`src/rtl/adc_resp_pkg.sv`:
```
// adc_resp_pkg: shared types and constants for the ADC responder.
//   resp_mode_t : response mode selector (GOLDEN, ECHO, INVERT, FAULT)
//   state_t     : responder state (OFF, IDLE, CONVERT, RESPOND)
//   FAULT_XOR   : mask applied to a corrupted fault-mode response
package adc_resp_pkg;
    typedef enum logic [1:0] {GOLDEN, ECHO, INVERT, FAULT} resp_mode_t;
    typedef enum logic [1:0] {OFF, IDLE, CONVERT, RESPOND} state_t;
    localparam logic [15:0] FAULT_XOR = 16'h0001;
endpackage

```
`src/rtl/resp_delay_ctr.sv`:
```
// resp_delay_ctr: loadable conversion-latency down-counter.
//   clk, rst_n  : clock, asynchronous active-low reset
//   load_i      : load load_val_i (0 is loaded as 1)
//   load_val_i  : latency in cycles
//   abort_i     : clear the count (has priority over load)
//   done_o      : count equals 1, i.e. the next edge ends the conversion
module resp_delay_ctr #(
    parameter int W = 8
) (
    input  logic         clk,
    input  logic         rst_n,
    input  logic         load_i,
    input  logic [W-1:0] load_val_i,
    input  logic         abort_i,
    output logic         done_o
);
    logic [W-1:0] cnt_q;

    always_ff @(posedge clk or negedge rst_n) begin
        if (!rst_n)
            cnt_q <= '0;
        else if (abort_i)
            cnt_q <= '0;
        else if (load_i)
            cnt_q <= (load_val_i == '0) ? W'(1) : load_val_i;
        else if (cnt_q != '0)
            cnt_q <= cnt_q - W'(1);
    end

    assign done_o = (cnt_q == W'(1));
endmodule

```
`src/rtl/adc_responder.sv`:
```
// adc_responder: behavioural ADC stand-in returning one result per command after a programmable latency.
//   clk, rst_n   : clock, asynchronous active-low reset
//   power_en     : supply enable; low forces OFF and clears counters
//   cmd_valid    : strobe qualifying dac_cmd
//   dac_cmd      : command word
//   latency      : conversion cycles (0 treated as 1), sampled at acceptance
//   resp_mode    : 00 golden, 01 echo, 10 inverted echo, 11 fault-inject
//   fault_period : in fault mode corrupt every Nth response (0 = never)
//   adc_data     : result, held between responses
//   adc_ready    : one-cycle result strobe
//   busy         : conversion in progress
//   cmd_count    : accepted command count
//   overrun      : sticky, a command arrived during a conversion
module adc_responder #(
    parameter int                DATA_W = 16,
    parameter int                LAT_W  = 8,
    parameter logic [DATA_W-1:0] GOLDEN = DATA_W'(16'h5555)
) (
    input  logic              clk,
    input  logic              rst_n,
    input  logic              power_en,
    input  logic              cmd_valid,
    input  logic [DATA_W-1:0] dac_cmd,
    input  logic [LAT_W-1:0]  latency,
    input  logic [1:0]        resp_mode,
    input  logic [LAT_W-1:0]  fault_period,
    output logic [DATA_W-1:0] adc_data,
    output logic              adc_ready,
    output logic              busy,
    output logic [15:0]       cmd_count,
    output logic              overrun
);
    adc_resp_pkg::state_t     state_q, state_d;
    adc_resp_pkg::resp_mode_t mode_q;
    logic [DATA_W-1:0]        cmd_q, data_q, result;
    logic [LAT_W-1:0]         fault_q, fault_next;
    logic [15:0]              count_q;
    logic                     overrun_q, done, accept, respond, fault_hit;

    resp_delay_ctr #(.W(LAT_W)) u_ctr (
        .clk       (clk),
        .rst_n     (rst_n),
        .load_i    (accept),
        .load_val_i(latency),
        .abort_i   (!power_en),
        .done_o    (done)
    );

    always_comb begin
        accept     = power_en && cmd_valid &&
                     (state_q == adc_resp_pkg::IDLE || state_q == adc_resp_pkg::RESPOND);
        respond    = power_en && state_q == adc_resp_pkg::CONVERT && done;
        state_d    = !power_en                          ? adc_resp_pkg::OFF :
                     accept                             ? adc_resp_pkg::CONVERT :
                     respond                            ? adc_resp_pkg::RESPOND :
                     state_q == adc_resp_pkg::CONVERT   ? adc_resp_pkg::CONVERT :
                                                          adc_resp_pkg::IDLE;
        // The counter value after this response decides corruption, so the Nth response is the faulty one.
        fault_next = fault_q + LAT_W'(1);
        fault_hit  = fault_period != '0 && fault_next == fault_period;
        result     = mode_q == adc_resp_pkg::ECHO   ? cmd_q :
                     mode_q == adc_resp_pkg::INVERT ? ~cmd_q :
                     mode_q == adc_resp_pkg::FAULT && fault_hit ? GOLDEN ^ DATA_W'(adc_resp_pkg::FAULT_XOR) :
                                                      GOLDEN;
    end

    always_ff @(posedge clk or negedge rst_n) begin
        if (!rst_n) begin
            state_q   <= adc_resp_pkg::OFF;
            mode_q    <= adc_resp_pkg::GOLDEN;
            cmd_q     <= '0;
            data_q    <= '0;
            fault_q   <= '0;
            count_q   <= '0;
            overrun_q <= 1'b0;
        end else begin
            state_q <= state_d;
            if (!power_en) begin
                fault_q   <= '0;
                count_q   <= '0;
                overrun_q <= 1'b0;
            end else begin
                if (accept) begin
                    cmd_q   <= dac_cmd;
                    mode_q  <= adc_resp_pkg::resp_mode_t'(resp_mode);
                    count_q <= count_q + 16'd1;
                end
                if (cmd_valid && state_q == adc_resp_pkg::CONVERT)
                    overrun_q <= 1'b1;
                if (respond) begin
                    data_q <= result;
                    if (mode_q == adc_resp_pkg::FAULT)
                        fault_q <= fault_hit ? '0 : fault_next;
                end
            end
        end
    end

    assign adc_data  = data_q;
    assign adc_ready = state_q == adc_resp_pkg::RESPOND;
    assign busy      = state_q == adc_resp_pkg::CONVERT;
    assign cmd_count = count_q;
    assign overrun   = overrun_q;
endmodule

```
`config.mk`:
```
export PLATFORM = sky130hd
export DESIGN_NAME = adc_responder
export DESIGN_NICKNAME = d
export VERILOG_FILES = /design/src/rtl/adc_resp_pkg.sv /design/src/rtl/resp_delay_ctr.sv /design/src/rtl/adc_responder.sv
export SDC_FILE = /design/constraint.sdc
export NUM_CORES = 1
export LEC_CHECK = 0
export BUFFER_PORTS_ARGS = -buffer_cell sky130_fd_sc_hd__buf_2
export CORE_UTILIZATION = 59
export DETAILED_ROUTE_END_ITERATION = 8
export PLACE_DENSITY = 0.83
export SLEW_MARGIN = 20
export SYNTH_ARGS = -nofsm -noshare
export SYNTH_HDL_FRONTEND = slang
export SYNTH_SLANG_ARGS = --single-unit
```
`constraint.sdc`:
```
create_clock -name clk -period 3.05 [get_ports clk]
set_input_delay 0.4575 -clock clk [delete_from_list [all_inputs] [get_ports clk]]
set_output_delay 0.4575 -clock clk [all_outputs]
set_load 0.01 [all_outputs]
```
==> impl_results.md, run 1 <==
* Commonest non-fill, non-tap cell in the layout: buf_2
* Final WL at 7.69 mm
* Largest net degree at the start of global routing at 46
* Static leakage at 0.00196 uW
* RSZ-0062 raised after global routing: no
* CTS Buffer Depth at 2
* CTS H-tree lvls at 3
* DRT antenna net count at 0
* Post-Syn Area at 3570 um^2
* CTS Buf Count at 9
* Die Width at 79.8 um
* PD cells at 648 nW/um^2
* Ranking of synthesized cells by area: dfrtp_1, mux2_2, xnor2_1
* Vias in the first global route at 2751
* Peak VDD IR at 0.000388 V
* DR vias/cell at 5.70
* Most frequent cells in the layout: buf_2, dfrtp_1, nand2_1
* IO Count at 73
* Crit path max fanout at 20
* Share of layout cells above drive strength 1 at 30.3%
* Die height at 79.8 um
* Fin crit share at 75.7%
* WP data required at 3.27 ns
* Yosys warnings at 0
* Fillers at 416
* Wire length per cell at 15.2 um
* Critical Path AT at 2.53 ns
* First-pass GRT wire length at 12.8 mm
* Final setup fails at 0
* Pins Over Slew Limit at 0
* Clock sinks at 69
* Multi-input logic area at 1750 um^2
* HP Class: in -> async
* Mapped Cells at 355
* Post-synth ARST share at 100%
* Syn-to-layout area delta at 18.2%
* Total gr overflow at 0
* Status: completed
* Post-synthesis cell type count at 56
* Port Buf Inserts at 72
* Worst-path clk slew at 0.07 ns
* Row count at 27
* Final total power at 2730 uW
* GR Util All Layers at 26.8%
* Final Skew at 0.00446 ns
* Max-cap violations at 0
* Synth Register Bits at 69
* Worst slew pin tran at 0.584 ns
* Startpoint type of the worst setup path: register
* Die area at 6370 um^2
* Cell taking the most area after synthesis: dfrtp_1
* Remaining routing DRC violations at 0
* Crit path capture type: register
* Post-cts gate resize count at 0
* Initial Utilization at 62.9%
* Max Clk Rate at 433 MHz
* Seq/Total Area, Yosys at 48.4%
* Synth top area share at 48.4%
* Min cycle time layout at 2.31 ns
* DRT Pass-1 Iters at 5
* Nets at 470
* Dpl hpwl at 5.39 mm
* Number of inserted diodes at 0
* Register area at 1730 um^2
* Total Negative Setup Slacks at 0 ns
* Critical path class: reg -> reg
* Ys flop type: dfrtp_1
* Clock latency on the worst-skew pair at 0.34 ns
* CTS tree: yes
* Number of synthesized flops with an enable pin at 0
* Initial antenna violation count at 0
* Mean Syn Cell Area at 10.1 um^2
* Slew margin rel. at 60.7%
* CORE AREA at 5680 um^2
* Via Count at 2880
* Post-CTS Setup Repair Bufs at 0
* DR iter-0 viols at 192
* # hold bufs at CTS at 0
* GPL Wtd Cong at 0.802
* Post-synth net total at 397
* Final Hold Fails at 0
* CTS root buffer: clkbuf_8
==> state kept, by name, summed over array words and instances (netlist names) <==
| name | flops |
|---|---|
| adc_data | 16 |
| cmd_count | 16 |
| cmd_q | 16 |
| fault_q | 8 |
| mode_q | 2 |
| overrun | 1 |
| state_q | 2 |
| u_ctr.cnt_q | 8 |
==> layer usage <==
| metal | share of wire [%] | up-vias | global-route usage [%] |
|---|---|---|---|
| met1 | 43 | 1393 | 35.5 |
| met3 | 4.6 | 11 | 4.11 |
| met2 | 51 | 71 | 44.5 |
| met4 | 1.4 | 0 | 9.64 |
| li1 | - | 1405 | - |
| met5 | 0 | - | 0 |
==> per-stage QoR <==
stage	hold slack [ns]	instance area (um^2)	setup WS (ns)	util (%)	cells
finish	0.109	4220	0.740	74.3	505
global route	0.150	4220	0.565	74.3	505
CTS	0.318	4220	0.749	74.3	505
detailed placement	0.470	3980	0.783	70.2	489
global placement	0.462	3980	0.838	70.2	489
floorplan	0.162	3570	1.06	-	355
==> cell type report <==
cell class / count / share of cell area, %
inverters: 4 / 0.356
repair buffers: 77 / 9.49
clock inverters: 5 / 1.93
clock buffers: 11 / 3.59
multi-input cells: 267 / 41.6
well taps: 72 / 2.14
flip-flops and latches: 69 / 40.9
==> where the power goes <==
group	internal (uW)	switching, uW	leakage [uW]
registers	1070	127	0.000908
clock network	507	353	0.000116
logic	317	358	0.000933
==> worst max-delay path: stages (launching register included) <==
cell	delay, ns
dfrtp_1	0.41
or4_4	0.56
nor4_4	0.25
buf_4	0.28
and3_2	0.37
nand4_1	0.13
o2111ai_1	0.14
nor2_1	0.06
==> synthesized netlist by cell type (all sizes together), types with 7 or more instances <==
cell,count
o21ai,30
nand2,35
nor2b,7
nor2,30
nor3,9
nand3,11
and2,10
mux2,19
clkbuf,7
a21oi,20
xnor2,20
buf,8
dfrtp,69
==> worst paths after layout <==
path | startpoint | end | slack [ns] | depth (start not counted)
setup / recovery | u_ctr.cnt_q[4] | fault_q[5] | 0.74 | 7
hold / removal | rst_n | cmd_count[4] | 0.11 | 1
setup reg to reg | u_ctr.cnt_q[4] | fault_q[5] | 0.74 | 7
hold reg to reg | adc_data[10] | adc_data[10] | 0.49 | 2
max in group asynchronous | rst_n | cmd_q[14] | 2.30 | 2
min in group clk | dac_cmd[1] | cmd_q[1] | 0.34 | 2
==> logic make-up after synthesis <==
family,synth area share (%)
multiplexers,7.12
flip-flops,48.4
adder cells (fa/ha/maj),1.40
AO/OA/AOI/OAI,13.6
XOR/XNOR,5.40
buffers and inverters,2.73
AND/OR/NAND/NOR,21.4
Note: power is estimated with default switching activity, not from simulation.
==> run 2: changes to the inputs <==
ABC_AREA = 1   (was not set)
CORE_UTILIZATION = 50   (was 59)
PLACE_DENSITY = 0.75   (was 0.83)
clock period = 2.1 ns   (was 3.05 ns; I/O delays follow)
==> run 2 against run 1 <==
Net effect: clock power up 26%; count of clock-buffer cells in the layout down 2; die area up 18%; largest power group unchanged; critical path depth up 2; global-route usage down 3.6 points; final area up 1.8%; synthesized cell count up 35%; sequential power up 43%; first-iteration DRC count down 29%; core utilization down 12 points; combinational power up 35%.
==> impl_results.md, run 2 <==
* Status: completed
* DR vias/cell at 5.08 (-11%)
* IO Count at 73 (unchanged)
* Initial antenna violation count at 0 (unchanged)
* Total Negative Setup Slacks at 0 ns (unchanged)
* Synth Area in Adders at 1.40% (-0.0068 points)
* Startpoint type of the worst setup path: register
* Final Hold Fails at 0 (unchanged)
* Critical path class: reg -> reg
* Hold Crit Depth at 3
* Synth Area in Compound Gates at 10.3% (-3.3 points)
* CTS Buf Count at 9 (unchanged)
* Crit path max fanout at 21 (+5.0%)
* GR Util All Layers at 23.2% (-3.6 points)
* Number of synthesized flops with an enable pin at 0 (unchanged)
* DRT Pass-1 Iters at 4 (-1)
* WP data required at 2.37 ns (-0.90 ns)
* Worst reg2reg path depth at 9 (+2)
* HP Class: in -> reg
* Min cycle time layout at 1.85 ns (-0.463 ns)
* Post-synth net total at 522 (+31%)
* GPL Wtd Cong at 0.843 (+5.0%)
* CTS tree: yes
* Ranking of synthesized cells by area: dfrtp_1, nand2_1, o21ai_0
* Max-cap violations at 0 (unchanged)
* Ys flop type: dfrtp_1
* Most frequent cells after synthesis: nand2_1, dfrtp_1, inv_1
* Post-synth ARST share at 100% (unchanged)
* Row count at 30 (+11%)
* Nets at 601 (+28%)
* Post-cts gate resize count at 0 (unchanged)
* CTS root buffer: clkbuf_8
* Post-synthesis cell type count at 34 (-39%)
* Critical Path Source: u_ctr.cnt_q[6]
* Share of layout cells above drive strength 1 at 19.7% (-11 points)
* PD cells at 863 nW/um^2 (+33%)
* Syn-to-layout area delta at 19.7%
* RSZ-0062 raised after global routing: no
* Fillers at 624 (+50%)
* Worst slew pin tran at 0.488 ns (-0.0960 ns)
* Initial Utilization at 52.2% (-11 points)
* Critical Path AT at 2.11 ns (-0.42 ns)
* Yosys warnings at 0 (unchanged)
* Hold EP: cmd_q[13]
* Final Skew at 0.00985 ns (+0.00539 ns)
* Slew margin rel. at 67.4% (+6.8 points)
* Clock sinks at 69 (unchanged)
* Seq/Total Area, Yosys at 48.1% (-0.24 points)
* CORE AREA at 6870 um^2 (+21%)
* First-pass GRT wire length at 13.6 mm (+6.3%)
* Worst-path clk slew at 0.08 ns (about the same)
* Max Clk Rate at 541 MHz (+25%)
* Clock latency on the worst-skew pair at 0.34 ns (about the same)
* R2R setup slack at 0.25 ns (-0.49 ns)
* Xor and xnor area share after synthesis at 0.244% (-5.2 points)
* Most frequent cells in the layout: nand2_1, buf_2, dfrtp_1
* Port Buf Inserts at 72 (unchanged)
* Synth Area in Simple Gates at 32.5% (+11 points)
* Vias in the first global route at 3112 (+13%)
* Die Width at 86.7 um (+8.7%)
* Static leakage at 0.00233 uW (+19%)
* Cell taking the most area after synthesis: dfrtp_1
* Synth top area share at 48.1% (-0.24 points)
* Largest net degree at the start of global routing at 51 (+11%)
* Post-place setup slack at 0.276 ns (-0.507 ns)
* Multi-input logic area at 1590 um^2 (-9.1%)
* Commonest non-fill, non-tap cell in the layout: nand2_1
* Largest family of logic cells by synthesized area: simple AND/OR/NAND/NOR gates
* Pins Over Slew Limit at 0 (unchanged)
* Synth Register Bits at 69 (unchanged)
* Number of inserted diodes at 0 (unchanged)
* FF-to-FF End: adc_data[0]
* Mux cell area share after synthesis at 0% (-7.1 points)
* CTS Buffer Depth at 2 (unchanged)
* Hold Crit Start: dac_cmd[13]
* Die height at 86.7 um (+8.7%)
* Peak VDD IR at 0.000692 V (+78%)
* Dpl hpwl at 5.77 mm (+7.1%)
* Crit path capture type: register
* DR iter-0 viols at 136 (-29%)
* Wire length per cell at 12.2 um (-20%)
* Setup ws final at 0.253 ns (-0.487 ns)
* Remaining routing DRC violations at 0 (unchanged)
* Die area at 7520 um^2 (+18%)
* Reg2reg start: u_ctr.cnt_q[6]
* Mapped Cells at 480 (+35%)
* Register area at 1730 um^2 (unchanged)
* Final setup fails at 0 (unchanged)
* DRT antenna net count at 0 (unchanged)
* Total gr overflow at 0 (unchanged)
* Via Count at 3356 (+17%)
* CTS H-tree lvls at 3 (unchanged)
* Post-Syn Area at 3590 um^2 (+0.49%)
* Fin crit share at 88.0% (+12 points)
* Mean Syn Cell Area at 7.47 um^2 (-26%)
* Final WL at 8.07 mm (+4.9%)
* Most common cell in the netlist: nand2_1
## run 2: cell types whose count changed after synthesis, moves of 7 or more
cell / delta
a21oi_1: -12
and2_1: -8
inv_1: +52
mux2_2: -19
nand2_1: +143
nand3_1: +18
nor2b_1: -7
o21ai_0: +24
o21ai_1: -8
xnor2_1: -20
## run 2: logic make-up after synthesis
group                      Yosys count
AOI/OAI and AO/OA                   66
adders and majority gates            4
buffers and inverters               69
and+or+nand+nor                    271
xor gates and xnor gates             1
DFF                                 69
## run 2: power by group
| part | internal (uW) | switching [uW] | total, uW |
|---|---|---|---|
| sequential | 1560 | 150 | 1710 |
| combinational | 365 | 544 | 909 |
| clock | 552 | 532 | 1080 |
## run 2: through the flow
stage / hold slack, ns / instances / power (uW) / util, % / instance area [um^2]
finish: 0.174 / 660 / 3710 / 62.5 / 4290
global route: 0.167 / 660 / 3940 / 62.5 / 4290
CTS: 0.162 / 660 / 3740 / 62.5 / 4290
detailed placement: 0.305 / 643 / 2650 / 59.5 / 4080
global placement: 0.304 / 643 / 2620 / 59.5 / 4080
floorplan: 0.0194 / 480 / 2330 / - / 3590
## run 2: metal layers
metal / global-route usage (%) / vias to the layer above / routed length (um)
li1: - / 1686 / -
met1: 29.2 / 1582 / 3710
met2: 39.6 / 79 / 3900
met3: 5.14 / 9 / 370
met4: 7.73 / 0 / 83
met5: 0 / - / 0
## run 2: worst max-delay path, stage by stage (launching register included)
cell and delay [ns]:
dfrtp_1 0.40, nor2_2 0.13, nor3b_2 0.22, nand2_1 0.09, nor2_2 0.13, nand2_2 0.09
buf_4 0.21, inv_1 0.26, o211ai_1 0.14, nand3_1 0.10
## run 2: what timing repair did
item,4_1_cts,5_1_grt
hold buffers,1,0
setup buffers,0,0
endpoints found under the hold margin,19,0
## run 2: how the worst max path moves through the flow
stage,end,slack [ns]
finish,adc_data[0],0.25
global route,adc_data[0],0.002
CTS,adc_data[0],0.24
detailed placement,adc_data[0],0.28
global placement,adc_data[0],0.32
floorplan,adc_data[0],0.53
## run 2: area by class of cell
cell class	count	share of cell area [%]
sequential	69	40.2
timing repair buffer	81	10.3
inverter	56	4.90
clock buffer	9	2.88
multi-input combinational	342	37.1
tap	96	2.80
clock inverter	7	1.78
==> run 3: changes to the inputs <==
REMOVE_ABC_BUFFERS = 1   (was not set)
SETUP_SLACK_MARGIN = 0.4   (was not set)
==> run 3 against run 2 <==
Net effect: critical path depth did not move; final area rose by 5.9%; register-to-register slack improved by 0.07 ns; clock skew fell by 0.00051 ns; largest power group unchanged; cell count rose by 2.0%.
==> impl_results.md, run 3 (synthesis gave the netlist of run 2 again) <==
* Status: completed
* Wire length per cell at 12.9 um (+5.8%)
* Crit path max fanout at 5 (-76%)
* Post-place setup slack at 0.333 ns (+0.0577 ns)
* Clock latency on the worst-skew pair at 0.34 ns (about the same)
* WP data required at 2.32 ns (-0.05 ns)
* Register area at 1730 um^2 (+0.22%)
* Row count at 30 (unchanged)
* Via Count at 3471 (+3.4%)
* Die height at 86.7 um (unchanged)
* Most used routing layer: met2
* Critical Path AT at 1.99 ns (-0.12 ns)
* Share of layout cells above drive strength 1 at 28.4% (+8.7 points)
* Hold slack at 0.169 ns (-0.00503 ns)
* Worst-path clk slew at 0.08 ns (about the same)
* GPL Wtd Cong at 0.848 (+0.63%)
* Sequential share of power at 46.2% (about the same)
* Total Negative Setup Slacks at 0 ns (unchanged)
* Met3 Use GR at 6.00% (+0.86 points)
* Final setup fails at 0 (unchanged)
* Crit path capture type: register
* Critical path class: reg -> reg
* CORE AREA at 6870 um^2 (unchanged)
* Nets at 614 (+2.2%)
* PD cells at 816 nW/um^2 (-5.5%)
* Max-cap violations at 0 (unchanged)
* IO Count at 73 (unchanged)
* Worst Path Buf+Inv at 0 (-2)
* Die Width at 86.7 um (unchanged)
* DRT antenna net count at 0 (unchanged)
* Initial Utilization at 52.2% (unchanged)
* Static leakage at 0.00237 uW (+2.0%)
* Setup ws final at 0.325 ns (+0.0723 ns)
* DR vias/cell at 5.16 (+1.4%)
* Vias in the first global route at 3406 (+9.4%)
* Fin crit share at 84.5% (-3.4 points)
* Clk pwr share at 25.8% (-3.4 points)
* CTS root buffer: clkbuf_8
* HP Class: in -> reg
* CP max-delay cell: dfrtp_1
* Final Util at 66.2% (+3.7 points)
* Startpoint type of the worst setup path: register
* Most frequent cells in the layout: nand2_1, buf_2, dfrtp_1
* Clock sinks at 69 (unchanged)
* Final Skew at 0.00934 ns (-0.000510 ns)
* Switching Share at 33.6% (+0.50 points)
* Fillers at 599 (-4.0%)
* Delay-heaviest family, CP: simple AND/OR/NAND/NOR gates
* CTS Buffer Depth at 2 (unchanged)
* Switching power total at 1250 uW (+1.5%)
* Die area at 7520 um^2 (unchanged)
* Slew margin rel. at 61.6% (-5.8 points)
* Multi-input logic area at 1770 um^2 (+11%)
* CTS tree: yes
* Met1 GRT Util at 27.3% (-1.9 points)
* CTS Buf Count at 9 (unchanged)
* DR iter-0 viols at 203 (+49%)
* Total gr overflow at 0 (unchanged)
* Min cycle time layout at 1.77 ns (-0.0723 ns)
* Pint at 2460 uW (-0.72%)
* GR Util All Layers at 24.3% (+1.1 points)
* Number of inserted diodes at 0 (unchanged)
* Crit path cell chain: ha_4, nand3_2, o21bai_1, and2_1, nor2_1, nor2_4, nand3_4, nand2_1, nand3_1
* Grt met2 use at 45.5% (+5.9 points)
* Final WL at 8.71 mm (+7.9%)
* CTS H-tree lvls at 3 (unchanged)
* Logic pwr share at 28.0% (+3.5 points)
* Final Hold Fails at 0 (unchanged)
* Final total power at 3710 uW (about the same)
* Max Clk Rate at 563 MHz (+4.1%)
* Dpl hpwl at 5.75 mm (-0.33%)
* CP peak stage delay at 0.42 ns (+0.02 ns)
* Port Buf Inserts at 72 (unchanged)
* DRT Pass-1 Iters at 4 (unchanged)
* Peak VDD IR at 0.000577 V (-17%)
* Commonest non-fill, non-tap cell in the layout: nand2_1
* RSZ-0062 raised after global routing: yes
* Syn-to-layout area delta at 26.8%
* Pins Over Slew Limit at 0 (unchanged)
* Largest net degree at the start of global routing at 48 (-5.9%)
* Remaining routing DRC violations at 0 (unchanged)
* First-pass GRT wire length at 14.4 mm (+5.6%)
* Initial antenna violation count at 0 (unchanged)
* Worst slew pin tran at 0.575 ns (+0.0864 ns)
==> run 3: cell count changes in the layout (fill, tap and decap cells not counted), sizes merged <==
cell / before / now
inv: 56 / 55
clkinvlp: 2 / 3
clkbuf: 9 / 10
buf: 80 / 92
bufinv: 1 / 0
nand3: 29 / 30
==> run 3: stage by stage <==
step                      instance area [um^2]  instances
after global placement                    4080        642
final                                     4550        673
after detailed placement                  4080        642
after global routing                      4550        673
after floorplan                           3530        467
after CTS                                 4300        662
==> run 3: tightest hold or removal path, cell delays in order <==
cell and delay [ns]:
buf_2 0.07, nand2_1 0.04, nand2_1 0.05
==> run 3: area by class of cell <==
class	instances	area share (%)
timing repair buffer	93	11.8
multi-input combinational	343	38.9
clock buffer	10	3.03
inverter	56	4.71
clock inverter	6	0.853
tap	96	2.64
sequential	69	38.1
==> run 3: power groups by stage <==
stage	logic [uW]	registers, uW	clock network (uW)
floorplan	560	1760	0
global placement	879	1720	0
detailed placement	902	1730	0
CTS	914	1710	973
global route	1190	1740	1030
finish	1040	1710	957
==> run 3: repair_timing <==
| item | in CTS | in global routing |
|---|---|---|
| buffers inserted | 2 | 11 |
| hold buffers | 1 | 0 |
| gates cloned | 1 | 0 |
| resized for setup | 4 | 48 |
| pin swaps | 3 | 14 |
| hold endpoints to repair | 22 | 0 |
| endpoints found under the setup margin | 9 | 33 |
==> run 3: worst paths after layout <==
kind | from | end | slack, ns | cells past startpoint
setup / recovery | fault_q[0] | adc_data[0] | 0.33 | 9
hold / removal | dac_cmd[13] | cmd_q[13] | 0.17 | 3
setup reg to reg | fault_q[0] | adc_data[0] | 0.33 | 9
hold reg to reg | adc_data[12] | adc_data[12] | 0.48 | 2
max in group asynchronous | rst_n | cmd_count[2] | 0.97 | 3
min in group asynchronous | rst_n | adc_data[2] | 0.48 | 2
==> run 3: per-layer routing <==
metal	vias to the layer above	part of all wire, %	routed length, um
li1	1715	-	-
met3	21	5.0	431
met2	110	52	4500
met5	-	0	0
met4	0	2.2	188
met1	1625	41	3580
